### src/rtl/fetch_queue.sv
// Two-slot instruction fetch queue between instruction memory and decode.
// Tracks in-flight requests per slot and discards responses that a redirect made stale.
module fetch_queue #(
    parameter logic [31:0] RESET_PC = 32'h0000_0000
) (
    input  logic        clk,
    input  logic        reset,
    output logic        imem_req_valid,
    output logic [31:0] imem_req_addr,
    input  logic        imem_req_ready,
    input  logic        imem_resp_valid,
    input  logic [31:0] imem_resp_data,
    input  logic        redirect,
    input  logic [31:0] redirect_target,
    output logic        id_valid,
    output logic [31:0] id_instruction,
    output logic [31:0] id_pc,
    input  logic        id_ready
);

    typedef enum logic [1:0] {
        SLOT_EMPTY   = 2'd0,
        SLOT_PENDING = 2'd1,
        SLOT_FULL    = 2'd2
    } slot_t;

    slot_t       slot_state [2];
    logic [31:0] slot_addr  [2];
    logic [31:0] slot_data  [2];
    logic [31:0] pc;
    logic        alloc_ptr;
    logic        fill_ptr;
    logic        head_ptr;
    logic [1:0]  drop_cnt;

    logic        req_fire;
    logic        resp_drop;
    logic        resp_fill;
    logic        deq;
    logic [2:0]  pending_cnt;
    logic [2:0]  outstanding;
    logic [2:0]  drop_next;
    logic [1:0]  drop_sat;

    assign imem_req_valid = !reset && !redirect && (slot_state[alloc_ptr] == SLOT_EMPTY);
    assign imem_req_addr  = pc;

    assign id_valid       = (slot_state[head_ptr] == SLOT_FULL);
    assign id_instruction = slot_data[head_ptr];
    assign id_pc          = slot_addr[head_ptr];

    assign req_fire  = imem_req_valid && imem_req_ready;
    assign resp_drop = imem_resp_valid && (drop_cnt != 2'd0);
    assign resp_fill = imem_resp_valid && (drop_cnt == 2'd0) &&
                       (slot_state[fill_ptr] == SLOT_PENDING);
    assign deq       = id_valid && id_ready;

    // On redirect every request still owed by memory becomes stale; a response
    // arriving in the redirect cycle is one of them and is consumed right away.
    always_comb begin
        pending_cnt = {2'b00, slot_state[0] == SLOT_PENDING} +
                      {2'b00, slot_state[1] == SLOT_PENDING};
        outstanding = {1'b0, drop_cnt} + pending_cnt;
        drop_next   = outstanding;
        if (imem_resp_valid && (outstanding != 3'd0)) begin
            drop_next = outstanding - 3'd1;
        end
        drop_sat = (drop_next > 3'd3) ? 2'd3 : drop_next[1:0];
    end

    always_ff @(posedge clk or posedge reset) begin
        if (reset) begin
            for (int i = 0; i < 2; i++) begin
                slot_state[i] <= SLOT_EMPTY;
                slot_addr[i]  <= 32'h0;
                slot_data[i]  <= 32'h0;
            end
            pc        <= RESET_PC;
            alloc_ptr <= 1'b0;
            fill_ptr  <= 1'b0;
            head_ptr  <= 1'b0;
            drop_cnt  <= 2'd0;
        end else if (redirect) begin
            for (int i = 0; i < 2; i++) begin
                slot_state[i] <= SLOT_EMPTY;
            end
            pc        <= {redirect_target[31:2], 2'b00};
            alloc_ptr <= 1'b0;
            fill_ptr  <= 1'b0;
            head_ptr  <= 1'b0;
            drop_cnt  <= drop_sat;
        end else begin
            // Allocate, fill and dequeue always touch slots in distinct states,
            // so all three can land in the same cycle without conflict.
            if (req_fire) begin
                slot_state[alloc_ptr] <= SLOT_PENDING;
                slot_addr[alloc_ptr]  <= pc;
                alloc_ptr             <= ~alloc_ptr;
                pc                    <= pc + 32'd4;
            end
            if (resp_drop) begin
                drop_cnt <= drop_cnt - 2'd1;
            end
            if (resp_fill) begin
                slot_state[fill_ptr] <= SLOT_FULL;
                slot_data[fill_ptr]  <= imem_resp_data;
                fill_ptr             <= ~fill_ptr;
            end
            if (deq) begin
                slot_state[head_ptr] <= SLOT_EMPTY;
                head_ptr             <= ~head_ptr;
            end
        end
    end

endmodule

### config.mk
export PLATFORM = sky130hd
export DESIGN_NAME = fetch_queue
export DESIGN_NICKNAME = d
export VERILOG_FILES = /design/src/rtl/fetch_queue.sv
export SDC_FILE = /design/constraint.sdc
export NUM_CORES = 1
export LEC_CHECK = 0
export ABC_CLOCK_PERIOD_IN_PS = 7400
export BUFFER_PORTS_ARGS = -buffer_cell sky130_fd_sc_hd__buf_4
export CAP_MARGIN = 20
export CORE_MARGIN = 2
export CORE_UTILIZATION = 30
export CTS_CLUSTER_DIAMETER = 60
export CTS_CLUSTER_SIZE = 28
export DETAILED_ROUTE_END_ITERATION = 8
export PLACE_DENSITY = 0.47
export RECOVER_POWER = 25
export SKIP_CTS_REPAIR_TIMING = 1
export SLEW_MARGIN = 20
export SYNTH_ARGS = -nofsm -noshare
export SYNTH_HDL_FRONTEND = slang
export SYNTH_SLANG_ARGS = --single-unit
### constraint.sdc
create_clock -name clk -period 7.4 [get_ports clk]
set_input_delay 1.85 -clock clk [delete_from_list [all_inputs] [get_ports clk]]
set_output_delay 1.85 -clock clk [all_outputs]
set_load 0.1 [all_outputs]
---- After elaboration in Yosys (flattened, before gate mapping) ----
Cells that the tools add are included.
operators by class
  multiplexer cells ....................... 45
  add/sub/neg operators ................... 5
  reductions and logical operators ........ 23
  eq/ne operators ......................... 4
  magnitude comparators ................... 7
  bitwise gates (word level) .............. 15
operators with widths
  operator                                                                number
  32-bit two-way mux                                                      10
  64-bit bitwise mux                                                      2
  32-bit demux with 1-bit select                                          2
  32-bit by 3-bit adder with 32-bit output (second input constant)        1
  2-bit two-way mux                                                       15
  4-bit two-way mux                                                       6
  1-bit logical AND                                                       11
  2-bit nonzero test                                                      5
  2-bit demux with 1-bit select                                           3
  2-bit by 1-bit equality test with 1-bit output (second input constant)  3
  2-bit >= comparator (second input constant)                             3
  2-bit by 1-bit < comparator with 1-bit output (second input constant)   3
  1-bit two-way mux                                                       6
  1-bit NOT with 2-bit output                                             3
  2-bit AND                                                               2
  4-bit AND                                                               1
  2-bit logical NOT                                                       2
  1-bit NOT                                                               4
  2-bit NOT                                                               2
  4-bit NOT                                                               1
  2-bit OR                                                                2
  2-bit AND reduction                                                     2
  2-bit by 2-bit adder with 3-bit output                                  1
  3-bit by 2-bit > comparator with 1-bit output (second input constant)   1
  other kinds (7)                                                         8
storage, ports and cells
  bits in registers ....................... 169
  word-level logic and storage cells ...... 110
  bits of input ports ..................... 70

---- Depth between registers and ports, before layout ----
Gate-level depths: netlist of the first run.
  depth after elaboration ................. 15
  mapped depth ............................ 11
  gate-level depth less buffers ........... 11

---- Least setup slack after synthesis of the first run ----
OpenSTA, ideal clock, no wires.
  path kind ............................... in2out
  start point ............................. in redirect
  end point ............................... out imem_req_valid
  stages .................................. 4
  slack ................................... 2.313 ns
  buffers on the path ..................... 2
  data arrival time ....................... 3.237 ns
  cell sequence ........................... clkbuf_1 > clkinv_1 > clkbuf_1 > and2_1
between the ends
  word-level cells in the longest chain between the ends .. 3
RTL lines
  item                            RTL line  text
  start: declaration              13        input logic redirect,
  1-bit logical NOT               45        assign imem_req_valid = !reset && !redirect && (slot_state[alloc_ptr] == SLOT_EMPTY);
  1-bit logical AND (2 in a row)  45
  end: declaration                8         output logic imem_req_valid,
Every way passes these cells.

---- Worst setup path in the final report of the first run ----
Same ends and word-level chain as after synthesis.

==> impl_metrics.csv, run 1 <==
group,metric,value,unit
run_status,run_status,"complete, no violations",
placed_design,place.detailed.hpwl,13300,µm
drt,route.detailed.wl_per_inst,17.9,µm
grt,grt_pass1_wl,31700,µm
yosys,yosysWarnings,0,
cells_and_area,final_layout_size_suffix_gt1_share,50.2,%
timing,finalHoldViolations,0,
timing,setup_violating_endpoint_count_in_the_final_report,0,
drt,routed_wl,19800,µm
yosys,netlist_area,0.00768,mm²
critical_path,timing.critical_path.max_delay_family,"buffers and inverters",
cts,h-tree-depth,4,
timing,slew_violations,0,
timing,tightest_slew,1360,ps
floorplan,core-area,0.0252,mm²
cts,clk_latency,420,ps
critical_path,reg_to_reg_slack_setup,4760,ps
hold_path,worstHoldPathType,"flip-flop to flip-flop",
grt,grt.total_usage,15.1,%
critical_path,worst-path-stages,4,
power,power.switching,1.74,mW
critical_path,regToRegStartpoint,"drop_cnt[0]",
timing,setup_slack,1920,ps
floorplan,die_height,164,µm
drt,number_of_routed_nets_with_antenna_violations,0,
timing,finClkSkew,5.53,ps
timing,grt_setup_unrepaired,"no",
power,power.leakage,4.57,nW
drt,route.vias.total,5506,
cells_and_area,layout_commonest_cell,"mux2_2",
cells_and_area,final_cell_mix,"184 x mux2_2, 162 x dfrtp_1, 162 x buf_4",
power,power_report.internal_total,2.04,mW
hold_path,min_delay_path_depth,2,
yosys,synthesized_area_per_cell,12.6,µm²
cts,cts_tree,"built",
placed_design,post-place-ws,1890,ps
critical_path,timing.critical_path.slowest_cell_delay,690,ps
cells_and_area,design.final.nets,839,
timing,setup-tns-final,0,ps
floorplan,die_area,0.0269,mm²
grt,grt_max_degree,107,
cts,cts_inserted_buffers,17,
power,power_per_cell_area,385,mW/mm²
critical_path,critical_path.slowest_cell,"clkinv_1",
critical_path,data_required_time_at_the_worst_endpoint,5550,ps
critical_path,worstPathCellList,"buf_4, clkinv_1, and2_1, buf_4",
yosys,number_of_flip_flops_and_latches_in_the_synthesized_netlist,163,
cts,sinks_on_the_clock_net,163,
critical_path,critical_path.most_common_cell,"buf_4",
grt,antenna_found_initial,0,
cells_and_area,finish.utilization,39.0,%
critical_path,timing.critical_path.fanout_max,46,
grt,grt_pass1_vias,5832,
timing,highest_clock_frequency_the_design_can_meet,183,MHz
critical_path,arrival_time_of_the_worst_setup_path,3630,ps
cells_and_area,antenna_cells_inserted,0,
critical_path,setup.worst_path.end,"imem_req_valid",
drt,drt_iter0_markers,248,
critical_path,worstSetupStartpointType,"input pin",
power,clkPwrFrac,23.7,%
cells_and_area,post_synthesis_to_final_layout_area_growth,27.9,%
power,sequentialPowerShare,31.3,%
cts,cts.root.buffer_cell,"clkbuf_16",
drt,drt-vias-per-instance,4.98,
placed_design,buffer_ports.inserted,161,
floorplan,io_pins,168,
floorplan,dieWidth,164,µm
job,timing.max_cap.violations,0,
yosys,yosys.cell_types.count,49,
critical_path,end_kind,"output port",
power,p_sw_share,46.1,%
cts,ctsLongestPathBuffers,2,
critical_path,critical_path_class,"input pin to output port",
cts,clkSlewWorstSetupHoldPaths,60,ps
power,ir_worst_vdd,189,µV
power,comb_power_share,45.0,%
hold_path,min-delay-start,"slot_addr[31]",
floorplan,start_util,30.5,%
floorplan,fp-row-count,58,
timing,whs,483,ps
critical_path,critical_path.startpoint,"redirect",
critical_path,worst-r2r-cell-count,6,
placed_design,place.gp.congestion,0.756,
yosys,postSynthCellCount,609,
yosys,seq_total_area_yosys,53.1,%
critical_path,critPathBufInv,3,
drt,remaining_drcs,0,
grt,overflow,0,
timing,minimum_clock_period,5480,ps
critical_path,crit-reg2reg-capture,"slot_data[62]",
drt,drt_pre_antenna_iters,4,
timing,timing.final.crit_share,74.0,%
timing,relSlewSlack,8.75,%
==> flip-flops by register name (all words and copies together), names as in the netlist <==
| signal | count |
|---|---|
| slot_data | 64 |
| drop_cnt | 2 |
| slot_state | 4 |
| head_ptr | 1 |
| imem_req_addr | 30 |
| alloc_ptr | 1 |
| slot_addr | 60 |
| fill_ptr | 1 |
==> metrics by stage <==
stage	instance area, µm²	total power [mW]	cells
after CTS	9780	3.83	1103
after detailed placement	9190	2.91	1072
final	9830	3.79	1105
after global placement	9190	2.88	1072
after global routing	9830	3.94	1105
after floorplan	7690	2.57	612
==> Yosys cell counts (all sizes together) <==
cell / n / area [µm²]
a211o: 1 / 8.76
a21bo: 1 / 10.0
a21boi: 3 / 26.3
a21oi: 8 / 40.0
a221o: 3 / 30.0
a22oi: 2 / 15.0
a31oi: 1 / 6.26
and2: 1 / 6.26
and3: 1 / 6.26
and4: 2 / 17.5
buf: 23 / 131
clkbuf: 10 / 37.5
clkinv: 1 / 3.75
conb: 1 / 3.75
dfrtp: 163 / 4080
fa: 1 / 20.0
ha: 5 / 62.6
inv: 15 / 56.3
mux2: 184 / 2070
mux2i: 3 / 30.0
nand2: 45 / 174
nand2b: 5 / 31.3
nand3: 29 / 150
nand4: 9 / 56.3
nor2: 19 / 71.3
nor2b: 2 / 12.5
nor3: 3 / 15.0
nor3b: 1 / 7.51
nor4: 9 / 68.8
o211a: 1 / 10.0
o211ai: 15 / 113
o21a: 1 / 7.51
o21ai: 11 / 55.1
o221ai: 1 / 8.76
o311a: 1 / 10.0
o311ai: 13 / 114
o31a: 2 / 17.5
or3: 5 / 31.3
or3b: 2 / 17.5
or4: 2 / 15.0
xnor2: 2 / 17.5
xor2: 2 / 17.5
==> power by group through the flow <==
stage               clock, mW  combinational (mW)  sequential [mW]
floorplan                   0                1.29             1.28
global placement            0                1.69             1.19
detailed placement          0                1.71             1.20
CTS                     0.927                1.72             1.18
global route            0.962                1.77             1.21
finish                  0.898                1.70             1.18
==> routing by layer <==
| layer | global-route usage [%] | routed length (µm) | vias to the layer above |
|---|---|---|---|
| li1 | - | - | 2535 |
| met1 | 18.0 | 8340 | 2789 |
| met2 | 26.5 | 9900 | 162 |
| met3 | 4.57 | 1360 | 20 |
| met4 | 4.03 | 218 | 0 |
| met5 | 0 | 0 | - |
==> worst min-delay path by stage <==
stage / end / slack [ps]
5_1_grt: slot_data[6] / 510
3_5_place_dp: slot_addr[31] / 470
6_report: slot_addr[31] / 480
3_3_place_gp: slot_addr[31] / 470
4_1_cts: slot_addr[31] / 490
2_1_floorplan: slot_addr[28] / 440
==> tightest hold or removal path, stage by stage, from the launching register on <==
cell and delay [ps]:
dfrtp_1 340, nand2_1 50, o21ai_0 60
==> area by class of cell <==
class	instances	area, µm²
repair buffers	165	1270
inverters	16	61.3
clock buffers	20	437
multi-input cells	400	3410
fillers	2396	15400
clock inverters	11	153
well taps	330	413
flip-flops and latches	163	4080
==> kinds of logic (layout without fill, tap and decap cells) <==
group / Yosys count / after routing / synth area share [%]
buffers and inverters: 49 / 212 / 2.98
AO/OA/AOI/OAI: 64 / 64 / 6.14
flip-flops: 163 / 163 / 53.1
XOR/XNOR: 4 / 4 / 0.456
AND/OR/NAND/NOR: 135 / 135 / 8.86
multiplexers: 187 / 187 / 27.4
adder cells (fa/ha/maj): 6 / 6 / 1.07
other: 1 / 4 / 0.0488
Note: power is estimated with default switching activity, not from simulation.
==> run 2: changes to the inputs <==
- ABC_AREA: not set -> 1
- ABC_CLOCK_PERIOD_IN_PS: 7400 -> 5570
- clock period: 7.4 -> 5.57 ns (I/O delays scaled with it)
==> run 2 against run 1 <==
Sequential cell count is the same. Setup slack lost 200 ps. The flow now finishes with violations (capacitance limit, slew limit). Largest cell class unchanged. Register-to-register slack lost 1800 ps. Sequential share of layout area shrank 2.5 points. Clock power grew 33%. Count of clock-buffer cells in the layout shrank 1. Clock skew grew 13 ps. Worst hold slack lost 7.6 ps. Non-clock buffer count grew 7.
==> impl_metrics.csv, run 2 <==
group,metric,value,unit
cells_and_area,design.final.nets,1383,
floorplan,die_height,171,µm
timing,whs,475,ps
yosys,number_of_flip_flops_and_latches_in_the_synthesized_netlist,163,
power,finalPower,5.09,mW
cts,sinks_on_the_clock_net,163,
cts,h-tree-depth,4,
critical_path,worstSetupStartpointType,"flip-flop",
drt,drt-vias-per-instance,4.41,
critical_path,worst-r2r-cell-count,9,
power,power_per_cell_area,486,mW/mm²
grt,grt_max_degree,81,
cells_and_area,finalNonFillerCells,1698,
timing,timing.final.crit_share,69.0,%
drt,remaining_drcs,0,
cells_and_area,layout_commonest_cell,"nand2_1",
drt,drt_iter0_markers,500,
cells_and_area,final_cell_mix,"525 x nand2_1, 170 x buf_4, 162 x dfrtp_1",
placed_design,place.detailed.hpwl,17000,µm
critical_path,data_required_time_at_the_worst_endpoint,4180,ps
power,power.leakage,5.47,nW
yosys,postSynthCellCount,1167,
timing,setup_slack,1730,ps
yosys,yosysWarnings,0,
critical_path,timing.critical_path.fanout_max,58,
yosys,yosys.cell_types.count,30,
critical_path,worstPathCellList,"buf_4, nand2_1, o21ai_0, buf_4",
drt,route.detailed.wl_per_inst,14.7,µm
critical_path,crit-reg2reg-capture,"slot_addr[12]",
placed_design,buffer_ports.inserted,161,
floorplan,core-area,0.0276,mm²
critical_path,regToRegStartpoint,"alloc_ptr",
critical_path,critical_path.most_common_cell,"buf_4",
drt,drt_pre_antenna_iters,5,
grt,grt.total_usage,17.5,%
grt,overflow,0,
grt,grt_pass1_wl,39800,µm
timing,slew_violations,35,
yosys,netlist_area,0.00838,mm²
timing,relSlewSlack,-12.0,%
cts,clkSlewWorstSetupHoldPaths,70,ps
power,ir_worst_vdd,217,µV
drt,routed_wl,24900,µm
yosys,post_synth_most_frequent_cells,"525 x nand2_1, 163 x dfrtp_1, 127 x inv_1",
cells_and_area,final_layout_size_suffix_gt1_share,17.4,%
yosys,synth-adder-area-share,0.985,%
timing,highest_clock_frequency_the_design_can_meet,260,MHz
floorplan,io_pins,168,
cells_and_area,regMostFlops,"slot_data",
critical_path,critical_path.startpoint,"head_ptr",
cts,ctsLongestPathBuffers,2,
drt,number_of_routed_nets_with_antenna_violations,0,
placed_design,post-place-ws,1820,ps
floorplan,die_area,0.0293,mm²
critical_path,setup.worst_path.end,"id_pc[18]",
yosys,synth_enable_flop_cells,0,
timing,grt_setup_unrepaired,"no",
yosys,synth-main-ff-cell,"dfrtp_1",
cells_and_area,largest_register_ffs,64,
run_status,run_status,"finished, violations left",
hold_path,worstHoldPathType,"flip-flop to flip-flop",
grt,antenna_found_initial,0,
critical_path,timing.critical_path.max_delay_family,"flip-flops",
yosys,synthesized_area_fraction_occupied_by_xor_and_xnor_cells,0.314,%
timing,finalHoldViolations,0,
cells_and_area,antenna_cells_inserted,0,
critical_path,reg_to_reg_slack_setup,2920,ps
cells_and_area,post_synthesis_to_final_layout_area_growth,24.8,%
yosys,seq_total_area_yosys,48.7,%
yosys,synth_top_family_by_area,"simple AND/OR/NAND/NOR gates",
yosys,synth_top_cells_by_area,"dfrtp_1 49%, nand2_1 24%, o21ai_0 6.3%",
yosys,synth.most_common_cell,"nand2_1",
critical_path,critPathBufInv,2,
critical_path,worst-path-stages,4,
cts,cts.root.buffer_cell,"clkbuf_16",
run_status,failed_checks,"capacitance limit, slew limit",
timing,tightest_slew,1670,ps
grt,grt_pass1_vias,7336,
cts,cts_tree,"built",
floorplan,dieWidth,171,µm
placed_design,place.gp.congestion,0.881,
drt,route.vias.total,7496,
cts,clk_latency,440,ps
yosys,postSynth.asyncResetShare,100,%
yosys,synthMuxAreaShare,0,%
timing,setup-tns-final,0,ps
cts,cts_inserted_buffers,17,
critical_path,end_kind,"output port",
yosys,synth_compound_area_share,9.32,%
timing,minimum_clock_period,3840,ps
critical_path,critical_path_class,"flip-flop to output port",
timing,finClkSkew,18.3,ps
yosys,post_synth_and_or_nand_nor_area_fraction,31.3,%
job,timing.max_cap.violations,1,
floorplan,fp-row-count,61,
timing,setup_violating_endpoint_count_in_the_final_report,0,
floorplan,start_util,30.3,%
yosys,netlist.area_leader.share,48.7,%
yosys,synthesized_area_per_cell,7.18,µm²
yosys,synth_top_area_cell,"dfrtp_1",
placed_design,dp.cells,1666,
critical_path,critical_path.slowest_cell,"dfrtp_4",
critical_path,arrival_time_of_the_worst_setup_path,2450,ps
critical_path,timing.critical_path.slowest_cell_delay,910,ps
[run 2: cell types whose count changed after synthesis, sizes merged, moves of 5 or more]
cell and change:
o211ai -10, o311ai -13, nand3 +31, nor2 +50, nand2b -5, clkbuf +16, nor4 -9, nand2 +484
or3 -5, inv +115, buf +5, o21ai +122, nand4 -8, mux2 -184
[run 2: worst min-delay path by stage]
stage                        startpoint            end  slack (ps)  cells after the start
after global placement    slot_addr[18]  slot_addr[18]         460                      2
after floorplan           slot_addr[17]  slot_addr[17]         440                      2
after global routing      slot_data[59]  slot_data[59]         500                      2
after detailed placement   slot_addr[4]   slot_addr[4]         460                      2
final                      slot_addr[4]   slot_addr[4]         480                      2
after CTS                  slot_addr[4]   slot_addr[4]         480                      2
[run 2: tightest hold or removal path, delay by kind of cell, from the launching register on]
| kind | cells | cell delay, ps |
|---|---|---|
| flops | 1 | 350 |
| simple gates | 2 | 90 |
[run 2: cells by family after synthesis]
logic type,Yosys count
AOI/OAI and AO/OA,147
xor gates and xnor gates,3
adders and majority gates,6
buffers and inverters,186
DFF,163
other,1
and+or+nand+nor,661
[run 2: power by group]
group / switching (mW) / total, mW / internal, mW / leakage (nW)
registers: 0.168 / 1.60 / 1.44 / 2.13
clock network: 0.541 / 1.19 / 0.645 / 0.280
logic: 1.82 / 2.30 / 0.475 / 3.06
[run 2: stage by stage]
| stage | util (%) | instance area [µm²] |
|---|---|---|
| 2_1_floorplan | - | 8400 |
| 5_1_grt | 37.9 | 10500 |
| 6_report | 37.9 | 10500 |
| 3_5_place_dp | 35.8 | 9890 |
| 3_3_place_gp | 35.8 | 9890 |
| 4_1_cts | 37.9 | 10500 |
[run 2: layer usage]
metal	track usage, %	part of all wire (%)	vias up
met5	0	0	-
met4	4.09	1.0	0
met3	3.33	4.2	16
met2	28.2	46	165
met1	24.4	49	3458
li1	-	-	3857
[run 2: cell type report]
| class | instances | area [µm²] |
|---|---|---|
| clock inverter | 13 | 138 |
| fill | 3023 | 17200 |
| tap | 378 | 473 |
| inverter | 132 | 497 |
| clock buffer | 19 | 443 |
| sequential | 163 | 4080 |
| multi-input combinational | 821 | 3530 |
| timing repair buffer | 172 | 1300 |
